## config.mk

```make
export PLATFORM = sky130hd
export DESIGN_NAME = speaker_i2s
export DESIGN_NICKNAME = d
export VERILOG_FILES = /design/src/rtl/speaker_i2s.sv
export SDC_FILE = /design/constraint.sdc
export NUM_CORES = 1
export LEC_CHECK = 0
export CORE_MARGIN = 2
export CORE_UTILIZATION = 40
export CTS_CLUSTER_SIZE = 20
export DETAILED_ROUTE_END_ITERATION = 6
export PLACE_DENSITY = 0.59
export SLEW_MARGIN = 20
export SYNTH_ARGS = -nofsm -noshare
export SYNTH_HDL_FRONTEND = slang
export SYNTH_SLANG_ARGS = --single-unit
```

## constraint.sdc

```tcl
create_clock -name clk -period 8.3 [get_ports clk]
set_input_delay 1.66 -clock clk [delete_from_list [all_inputs] [get_ports clk]]
set_output_delay 1.66 -clock clk [all_outputs]
set_load 0.005 [all_outputs]
```

## src/rtl/speaker_i2s.sv

```systemverilog
// Square-wave tone generator for two channels feeding a 16-bit I2S DAC.
// All DAC clocks come straight from divider register bits; samples are snapshotted once per frame.
module speaker_i2s #(
    parameter int          CLK_HZ = 100000000,
    parameter int          MAX_HZ = 20000,
    parameter logic [15:0] VOLUME = 16'h1000
) (
    input  logic        clk,
    input  logic        rst,
    input  logic [25:0] freqL,
    input  logic [25:0] freqR,
    output logic        audio_mclk,
    output logic        audio_sck,
    output logic        audio_lrck,
    output logic        audio_sdin,
    output logic        frame_start
);

    localparam logic [26:0] HALF_W  = 27'(CLK_HZ / 2);
    localparam logic [25:0] MAX_W   = 26'(MAX_HZ);
    localparam logic [15:0] NEG_VOL = (~VOLUME) + 16'd1;

    logic [8:0]  div_cnt_q, div_cnt_d;
    logic [26:0] acc_l_q, acc_l_d, acc_r_q, acc_r_d;
    logic        sq_l_q, sq_l_d, sq_r_q, sq_r_d;
    logic [30:0] sreg_q, sreg_d;
    logic        sdin_q, sdin_d;
    logic        fs_q, fs_d;

    logic        silent_l_s, silent_r_s;
    logic [27:0] step_l_s, step_r_s;
    logic [15:0] sample_l_s, sample_r_s;

    function automatic logic is_silent(input logic [25:0] freq);
        is_silent = (freq == 26'd0) || (freq > MAX_W);
    endfunction

    // Returns {wrapped, next accumulator}; wrapped marks a half-period boundary.
    function automatic logic [27:0] acc_step(input logic [26:0] acc, input logic [25:0] freq);
        logic [26:0] sum;
        sum = acc + {1'b0, freq};
        if (sum >= HALF_W) begin
            acc_step = {1'b1, sum - HALF_W};
        end else begin
            acc_step = {1'b0, sum};
        end
    endfunction

    function automatic logic [15:0] sample_of(input logic silent, input logic sq);
        if (silent) begin
            sample_of = 16'd0;
        end else if (sq) begin
            sample_of = VOLUME;
        end else begin
            sample_of = NEG_VOL;
        end
    endfunction

    // Next-state logic for divider, both tone channels, serializer and frame pulse.
    always_comb begin
        div_cnt_d  = div_cnt_q + 9'd1;
        silent_l_s = is_silent(freqL);
        silent_r_s = is_silent(freqR);
        step_l_s   = acc_step(acc_l_q, freqL);
        step_r_s   = acc_step(acc_r_q, freqR);
        sample_l_s = sample_of(silent_l_s, sq_l_q);
        sample_r_s = sample_of(silent_r_s, sq_r_q);
        acc_l_d    = acc_l_q;
        sq_l_d     = sq_l_q;
        acc_r_d    = acc_r_q;
        sq_r_d     = sq_r_q;
        sreg_d     = sreg_q;
        sdin_d     = sdin_q;

        if (silent_l_s) begin
            acc_l_d = 27'd0;
            sq_l_d  = 1'b0;
        end else begin
            acc_l_d = step_l_s[26:0];
            sq_l_d  = sq_l_q ^ step_l_s[27];
        end

        if (silent_r_s) begin
            acc_r_d = 27'd0;
            sq_r_d  = 1'b0;
        end else begin
            acc_r_d = step_r_s[26:0];
            sq_r_d  = sq_r_q ^ step_r_s[27];
        end

        // Data moves only on SCK falling edges; the frame load uses pre-toggle sq.
        if (div_cnt_q == 9'd15) begin
            sdin_d = sample_l_s[15];
            sreg_d = {sample_l_s[14:0], sample_r_s};
        end else if (div_cnt_q[3:0] == 4'hF) begin
            sdin_d = sreg_q[30];
            sreg_d = {sreg_q[29:0], 1'b0};
        end else begin
            sdin_d = sdin_q;
            sreg_d = sreg_q;
        end

        fs_d = (div_cnt_d == 9'd15);
    end

    // State registers with asynchronous active-low reset.
    always_ff @(posedge clk or negedge rst) begin
        if (!rst) begin
            div_cnt_q <= 9'd0;
            acc_l_q   <= 27'd0;
            acc_r_q   <= 27'd0;
            sq_l_q    <= 1'b0;
            sq_r_q    <= 1'b0;
            sreg_q    <= 31'd0;
            sdin_q    <= 1'b0;
            fs_q      <= 1'b0;
        end else begin
            div_cnt_q <= div_cnt_d;
            acc_l_q   <= acc_l_d;
            acc_r_q   <= acc_r_d;
            sq_l_q    <= sq_l_d;
            sq_r_q    <= sq_r_d;
            sreg_q    <= sreg_d;
            sdin_q    <= sdin_d;
            fs_q      <= fs_d;
        end
    end

    assign audio_mclk  = div_cnt_q[1];
    assign audio_sck   = div_cnt_q[3];
    assign audio_lrck  = div_cnt_q[8];
    assign audio_sdin  = sdin_q;
    assign frame_start = fs_q;

endmodule

```

# Yosys cells after proc, flatten, opt, wreduce, memory -nomap -nowiden
# Index checks and enable logic that the tools add are counted.
# word_totals
reg_bits	98
input_bits	54
output_inout_bits	5
wordCells	41
# classes
addsub	5
n_lt_le_gt_ge	4
eq_ne	3
n_mux	14
bitwise	2
n_reduce_logical	5
# op_table
op	count
16-bit two-way mux	4
31-bit two-way mux	2
28-bit two-way mux	2
27-bit by 26-bit adder with 27-bit output	2
27-bit by 26-bit >= comparator with 1-bit output (second input constant)	2
27-bit two-way mux	2
27-bit by 26-bit subtractor with 27-bit output (second input constant)	2
26-bit by 15-bit > comparator with 1-bit output (second input constant)	2
26-bit zero test	2
9-bit by 4-bit equality test with 1-bit output (second input constant)	2
9-bit by 1-bit adder with 9-bit output (second input constant)	1
4-bit equality test (second input constant)	1
1-bit two-way mux	4
1-bit logical OR	2
2-bit nonzero test	1
1-bit bitwise XOR	2

# Logic depth before layout (Yosys ltp)
# Gate-level depths: netlist of run 1.
# logic_depth
depth_word	5
ltp_mapped	18
mapped_depth_nobuf	17

# Worst setup path after synthesis of run 1
# No wires, ideal clock.
# synth_path
path_type	in2reg
startpoint	input freqL[0]
endpoint	register acc_l_q[22]
setup_ps	78
arrival_ps	4935
required_ps	8222
setup_slack_ps	3287
path_stages	15
path_buffers	1
cell_sequence	ha_1 > inv_1 > fa_1 > nand2b_1 > a21o_1 > and3_1 > o31ai_2 > a31oi_1 > xnor2_1 > or4b_1 > o21ai_2 > a311oi_2 > buf_6 > or4_1 > a21oi_1
# synth_via
elab_chain_cells	4
word_cells_on_any_way	8
classes_between	2 x add/sub; 2 x order compare; 2 x mux; 2 x reduce/logical
# synth_rtl
element	line_no	rtl
from (decl)	10	input logic [25:0] freqL,
27-bit by 26-bit adder with 27-bit output	41	sum = acc + {1'b0, freq};
27-bit by 26-bit subtractor with 27-bit output / 27-bit by 26-bit >= comparator with 1-bit output (equally long branches)	43, 42	
28-bit two-way mux	42	if (sum >= HALF_W) begin
27-bit two-way mux *	75	if (silent_l_s) begin
net acc_l_d[22]	24	logic [26:0] acc_l_q, acc_l_d, acc_r_q, acc_r_d;
to (signal assigned)	119	acc_l_q <= acc_l_d;
to (decl)	24	
# Mark *: on every way through the listed nets, which the timed path passes. The rest lies on a longest branch.
# A chain may end at the register's enable or synchronous reset.

# Worst setup path in the final report of run 1
# layout_path
startpoint	input freqR[0]
endpoint	register acc_r_q[13]
# layout_via
elab_chain_cells	4
word_cells_on_any_way	8
classes_between	2 x add/sub; 2 x order compare; 2 x mux; 2 x reduce/logical
# layout_rtl
element	line_no	rtl
from (decl)	11	input logic [25:0] freqR,
27-bit by 26-bit adder with 27-bit output	41	
27-bit by 26-bit subtractor with 27-bit output / 27-bit by 26-bit >= comparator with 1-bit output (equally long branches)	43, 42	
28-bit two-way mux	42	
27-bit two-way mux *	83	if (silent_r_s) begin
net acc_r_d[13]	24	
to (signal assigned)	120	acc_r_q <= acc_r_d;
to (decl)	24	
# Marked as above.

==> impl_results.md, run 1 <==
* CP peak stage delay at 0.65 ns
* Main combinational cell family by area after synthesis: compound AO/OA/AOI/OAI gates
* Area Growth Syn to Fin at 13.94%
* Via count at 6938
* Status: completed
* Synth cell types at 91
* Cell breakdown of the critical path: clkdlybuf4s50_1, ha_1, inv_1, fa_1, nand2b_1, a211oi_2, a2111o_1, a41oi_1, a211o_1, and4_1, or3_1, nor2_1, a21oi_2, a31o_1, a21oi_1
* # fillers at 1880
* Final setup margin at 2.408 ns
* H-tree levels at 3
* Most common cell in the netlist: a21oi_1
* Initial antenna violation count at 0
* FF+latch area at 2152 um2
* Primary FF master, synth: dfrtp_1
* Top post-synthesis cells by area: dfrtp_1 (28%), ha_1 (9.2%), a21oi_1 (6.9%)
* CP Launch Type: input port
* Lkg Pwr at 3.744 nW
* WS Path Type: in2reg
* FP Rows at 50
* Setup bufs post-CTS at 0
* CP max-delay cell: nor2_1
* Asr flop ratio synth at 100.0%
* Max_slew headroom at 37.80%
* Initial DRC count at 400
* Setup violators final at 0
* First-pass GRT wire length at 32.51 mm
* DPL Wire Length at 15.00 mm
* Initial DRT Pass Iterations at 5
* Max cap viols at 0
* CTS root buf: clkbuf_16
* Die Y at 141.9 um
* Part of the Yosys area used for sequential elements at 28.30%
* Top-Level Pins at 59
* Fin cells at 1193
* EDFF count, synth at 0
* Post-DRT Antenna Nets at 0
* Fraction of the cycle the final worst path needs at 70.99%
* Placed cell count at 1176
* Max Freq at 169.7 MHz
* Port buffer count at 58
* Synth top cells by count: a21oi_1 (105), nand2_1 (89), dfrtp_1 (86)
* PwrDens at 118.9 nW/um2
* Final core occ at 46.32%
* Setup Slack @ Placement at 1.963 ns
* Synth Area per Inst at 8.293 um2
* Final slew viol count at 0
* Tightest Pin Transition at 0.9280 ns
* Clk sink count at 86
* Final Hold Viols at 0
* Area of the core at 18710 um2
* DR DRC count at 0
* Nets@finish at 1066
* Worst vdd ir at 0.00009449 V
* Initial Util at 40.66%
* Die width at 141.9 um
* Via density at 5.816
* Largest net degree at the start of global routing at 57
* #FFs+latches synth at 86
* CTS Buffer Depth at 2
* Min-delay worst type: reg2reg
* Complex-gate fraction of the synthesized area at 27.21%
* Final setup TNS at 0 ns
* Syn Std Cell Area at 7605 um2
* Design Area, Final at 8665 um2
* Drt total wl at 19.60 mm
* Placed Area at 8329 um2
* CTS tree: yes
* Clock transition at the registers of the reported paths at 0.07 ns
* Number of antenna diodes at 0
* Share of Yosys cell area claimed by the top area cell type at 28.30%
* Hold-fix buffers, CTS at 0
* Gr usage total at 20.01%
* Clock buffer count from CTS at 9
* Worst setup EP type: register
* Ys Warns at 0
* Multiplexer area fraction after synthesis at 0.9378%
* # resized after CTS at 0
* Post-synthesis xor/xnor area fraction at 6.762%
* Crit-path max FO at 12
* Skew final at 0.007618 ns
* Critical Path AT at 6.15 ns
* Die area at 20130 um2
* RSZ-0062 raised after global routing: false
* Vias in the first global route at 6505
* Share of layout cells above drive strength 1 at 7.195%
* Period minus WS final at 5.892 ns
* WL per Instance at 16.43 um
* Adder-cell share of the synthesized area at 9.740%
* Syn nets at 1029
* Multi-input combinational cell area at 5166 um2
* Req. time, crit path at 8.56 ns
* Remaining global-route overflow at 0
* Synth area leader: dfrtp_1
* Synthesized instance count at 917
* Worst-Skew Late Latency at 0.35 ns
* Simple-Gate Fraction of Synth Area at 23.18%
* GPL Wtd Cong at 0.8789
==> layout by cell type (no fill, tap or decap), types with 6 or more instances in the layout <==
master           netlist  final
ha_1                  56     56
nor3_1                18     17
o21ai_1               10     10
or3_1                 26     26
xnor2_1               37     37
inv_1                 30     30
or4_1                  7      7
nor2_1                76     76
nor4_1                12     12
nand3_1               40     40
mux2i_1                6      6
o21a_1                 7      7
nand2_1               89     88
and4_1                 6      6
and3_1                11     11
or2_2                  6      6
o211ai_1               8      8
and2_1                 8      8
a21o_1                21     21
dfrtp_1               86     86
buf_4                  4      6
o31ai_1                7      7
clkbuf_16              0      9
nand4_1               10     10
clkdlybuf4s50_1        0     57
a211oi_1              13     13
xor2_1                18     18
o221a_2                6      6
a21oi_1              105    105
nand2b_1               7      7
o21ai_0               39     39
==> path summary, 6_finish.rpt <==
| check | startpoint | endpoint | slack (ns) | cells past startpoint |
|---|---|---|---|---|
| min in group asynchronous | rst | acc_l_q[22]$_DFF_PN0_ | 1.25 | 1 |
| max reg2reg | acc_r_q[0]$_DFF_PN0_ | acc_r_q[13]$_DFF_PN0_ | 3.89 | 14 |
| max in group asynchronous | rst | sreg_q[12]$_DFFE_PN0P_ | 5.98 | 2 |
| max | freqR[0] | acc_r_q[13]$_DFF_PN0_ | 2.41 | 15 |
| min | div_cnt_q[0]$_DFF_PN0_ | div_cnt_q[0]$_DFF_PN0_ | 0.47 | 1 |
| min reg2reg | div_cnt_q[0]$_DFF_PN0_ | div_cnt_q[0]$_DFF_PN0_ | 0.47 | 1 |
==> layer usage <==
metal / track usage [%] / share of wire [%] / up-vias
met3: 3.172 / 3.5 / 23
met2: 32.93 / 46 / 119
met4: 5.842 / 2.2 / 0
met5: 0 / 0 / -
met1: 27.24 / 48 / 3292
li1: - / - / 3504
==> layout make-up <==
cell class | instances | share of cell area (%)
Clock buffer | 11 | 2.801
Tap cell | 234 | 3.379
Multi-Input combinational cell | 764 | 59.62
Sequential cell | 86 | 24.84
Timing Repair Buffer | 63 | 7.105
Inverter | 30 | 1.300
Clock inverter | 5 | 0.9531
==> power by group <==
part | internal [mW] | switching, mW | total [mW]
combinational | 0.0676 | 0.0947 | 0.162
clock | 0.273 | 0.176 | 0.449
sequential | 0.419 | 0.0000315 | 0.419
total | 0.759 | 0.271 | 1.03
==> registers in the layout, summed over array words and instances, names as in the netlist <==
name and cells:
acc_l_q 27, acc_r_q 27, sreg_q 19, div_cnt_q 9
audio_sdin 1, frame_start 1, sq_l_q 1, sq_r_q 1
==> per-stage QoR <==
stage | hold WS [ns] | power [mW]
final | 0.4722 | 1.030
after global routing | 0.5034 | 1.078
after CTS | 0.4834 | 1.042
after detailed placement | 0.4706 | 0.5882
after global placement | 0.4488 | 0.5878
after floorplan | 0.4294 | 0.5269
==> cells by family (layout without fill, tap and decap cells) <==
family / Yosys count / in the layout
compound gates: 297 / 297
xor+xnor: 57 / 57
fa+ha+maj: 58 / 58
buf+inv: 67 / 109
flops: 86 / 86
mux: 7 / 7
simple gates: 345 / 345
==> critical path, delay by kind of cell <==
kind            cells  cell delay [ns]
simple gates        4             1.42
compound gates      7             1.97
fa+ha+maj           2             0.55
buf+inv             2             0.54
No activity file was read; power rests on OpenSTA's default activity.
==> run 2: changes to the inputs <==
- clock period: 8.3 -> 5.5 ns (I/O delays scaled with it)
==> run 2 against run 1 <==
Compared with the run above:
- non-clock buffer count up 14
- critical path depth is 4 higher
- combinational power is 56% higher
- clock skew increased by 0.0019 ns
- worst setup slack worse by 1.9 ns
- die area is the same
- first-iteration DRC count is 8.8% lower
- clock-buffer cell count is 2 higher
- register-to-register slack lost 2.5 ns
- via count shrank 0.35%
- clock power increased by 33%
- sequential power grew 51%
- largest cell class unchanged
==> impl_results.md, run 2 (same netlist as run 1, synthesis figures left out) <==
* Final Hold Viols at 0 (unchanged)
* CP Launch Type: input port
* Hold-fix buffers, CTS at 0 (unchanged)
* Multi-input combinational cell area at 5164 um2 (about the same)
* Critical path buffer and inverter count at 5 (+3)
* Vias in the first global route at 6452 (-0.81%)
* # fillers at 1839 (-2.2%)
* Largest net degree at the start of global routing at 58 (+1.8%)
* Top-Level Pins at 59 (unchanged)
* FP Rows at 50 (unchanged)
* Initial Util at 40.66% (unchanged)
* Hold Slack at 0.4652 ns (-0.007038 ns)
* Clock buffer count from CTS at 9 (unchanged)
* Setup violators final at 0 (unchanged)
* Final setup TNS at 0 ns (unchanged)
* Max_slew headroom at 48.74% (+11 points)
* Skew final at 0.009472 ns (+0.001853 ns)
* Remaining global-route overflow at 0 (unchanged)
* Share of layout cells above drive strength 1 at 8.428% (+1.2 points)
* Nets@finish at 1080 (+1.3%)
* Pwr Total at 1.482 mW (+44%)
* Commonest non-fill, non-tap cell in the layout: a21oi_1
* Reg2reg setup slack at 1.44 ns (-2.45 ns)
* Req. time, crit path at 5.76 ns (-2.80 ns)
* Die width at 141.9 um (unchanged)
* Number of antenna diodes at 0 (unchanged)
* Hold Path Sink: div_cnt_q[0]$_DFF_PN0_
* Clk sink count at 86 (unchanged)
* Cell breakdown of the critical path: clkdlybuf4s50_1, ha_1, inv_1, fa_1, nand2b_1, a211oi_2, nor2_1, a21oi_1, xor2_1, inv_1, ha_1, inv_1, a211oi_2, a211oi_2, o311ai_4, a21oi_2, buf_4, a31o_1, a21oi_1
* Post-DRT Antenna Nets at 0 (unchanged)
* First-pass GRT wire length at 32.09 mm (-1.3%)
* Worst setup EP type: register
* H-tree levels at 3 (unchanged)
* Biggest regs: acc_l_q x27, acc_r_q x27, sreg_q x19
* Hold depth at 1 (unchanged)
* Tightest Pin Transition at 0.7688 ns (-0.1592 ns)
* Max cap viols at 0 (unchanged)
* Top delay family on crit path: compound AO/OA/AOI/OAI gates
* Area of the core at 18710 um2 (unchanged)
* RSZ-0062 raised after global routing: false
* GR met3 Demand/Resource at 2.565% (-0.61 points)
* # resized after CTS at 0 (unchanged)
* Die Y at 141.9 um (unchanged)
* Via density at 5.728 (-1.5%)
* GRT met1 Usage at 27.36% (+0.12 points)
* Min-delay worst type: reg2reg
* Port buffer count at 58 (unchanged)
* Worst-Skew Late Latency at 0.35 ns (about the same)
* GPL Wtd Cong at 0.8698 (-1.0%)
* Die area at 20130 um2 (unchanged)
* DR DRC count at 0 (unchanged)
* DPL Wire Length at 15.18 mm (+1.2%)
* CTS Buffer Depth at 2 (unchanged)
* Most frequent cells in the layout: a21oi_1 (105), nand2_1 (89), dfrtp_1 (86), nor2_1 (76), clkdlybuf4s50_1 (57)
* Lkg Pwr at 3.799 nW (+1.5%)
* Initial antenna violation count at 0 (unchanged)
* Clock transition at the registers of the reported paths at 0.07 ns (about the same)
* Setup bufs post-CTS at 0 (unchanged)
* Reg2reg path depth at 18 (+4)
* Critical Path AT at 5.23 ns (-0.92 ns)
* CP max-delay cell: o311ai_4
* Most used routing layer: met2
* Met2 GRT Util at 33.14% (+0.20 points)
* Via count at 6914 (-0.35%)
* Final slew viol count at 0 (unchanged)
* CTS tree: yes
* Reg2reg end: acc_r_q[15]$_DFF_PN0_
* Area Growth Syn to Fin at 14.96%
* Reg2reg start: acc_r_q[0]$_DFF_PN0_
* WS Path Type: in2reg
* Period minus WS final at 4.969 ns
* PwrDens at 169.5 nW/um2 (+43%)
* Hold Crit Start: div_cnt_q[0]$_DFF_PN0_
* Drt total wl at 19.57 mm (-0.17%)
* FF+latch area at 2152 um2 (unchanged)
* Fraction of the cycle the final worst path needs at 90.34%
* Initial DRC count at 365 (-8.8%)
* CP peak stage delay at 0.51 ns (-0.14 ns)
* Worst vdd ir at 0.0001358 V (+44%)
* Crit-path max FO at 10 (-2)
* Max Freq at 201.3 MHz
* Gr usage total at 19.75% (-0.26 points)
* Status: completed
* CTS root buf: clkbuf_16
* Initial DRT Pass Iterations at 5 (unchanged)
* WL per Instance at 16.21 um (-1.3%)
## run 2: cell count changes in the layout (fill, tap and decap cells not counted), sizes merged
cell / delta
clkbuf: +2
clkinv: -1
buf: +14
clkinvlp: +1
bufinv: -2
## run 2: report_power, final
group / internal [mW] / switching [mW] / total, mW / leakage (nW)
Sequential: 0.633 / 0.0000487 / 0.633 / 1.19
Clock: 0.342 / 0.255 / 0.597 / 0.142
Combinational: 0.108 / 0.145 / 0.252 / 2.47
Total: 1.08 / 0.400 / 1.48 / 3.80
## run 2: final cells by class
type	instances	share of cell area [%]
Inverter	30	1.288
Tap cell	234	3.349
Clock inverter	3	0.2004
Timing Repair Buffer	77	8.387
Sequential cell	86	24.62
Multi-Input combinational cell	764	59.07
Clock buffer	13	3.091
## run 2: how the worst max path moves through the flow
stage                         from               endpoint  cells after the start
after global routing      freqR[0]  acc_r_q[20]$_DFF_PN0_                     18
after floorplan           freqL[0]  acc_l_q[22]$_DFF_PN0_                     15
after global placement    freqR[0]  acc_r_q[15]$_DFF_PN0_                     19
after CTS                 freqR[0]  acc_r_q[15]$_DFF_PN0_                     19
final                     freqR[0]  acc_r_q[15]$_DFF_PN0_                     19
after detailed placement  freqR[0]  acc_r_q[15]$_DFF_PN0_                     19
## run 2: per-stage QoR
stage	setup WS (ns)	cell area, um2	util, %	std cells
detailed placement	0.2258	8454	45.20	1191
floorplan	1.047	7605	-	917
CTS	0.5647	8742	46.74	1207
finish	0.5312	8742	46.74	1207
global placement	0.2981	8454	45.20	1191
global route	0.1469	8742	46.74	1207
## run 2: metal layers
layer,vias up,routed length [um]
met5,-,0
met1,3221,9491
met4,0,210
met3,17,703
li1,3532,-
met2,144,9162
==> run 3: changes to the inputs <==
- CAP_MARGIN: unset -> 20
==> results of run 3 <==
No change in the layout: final DEF, timing and power equal those of run 2.
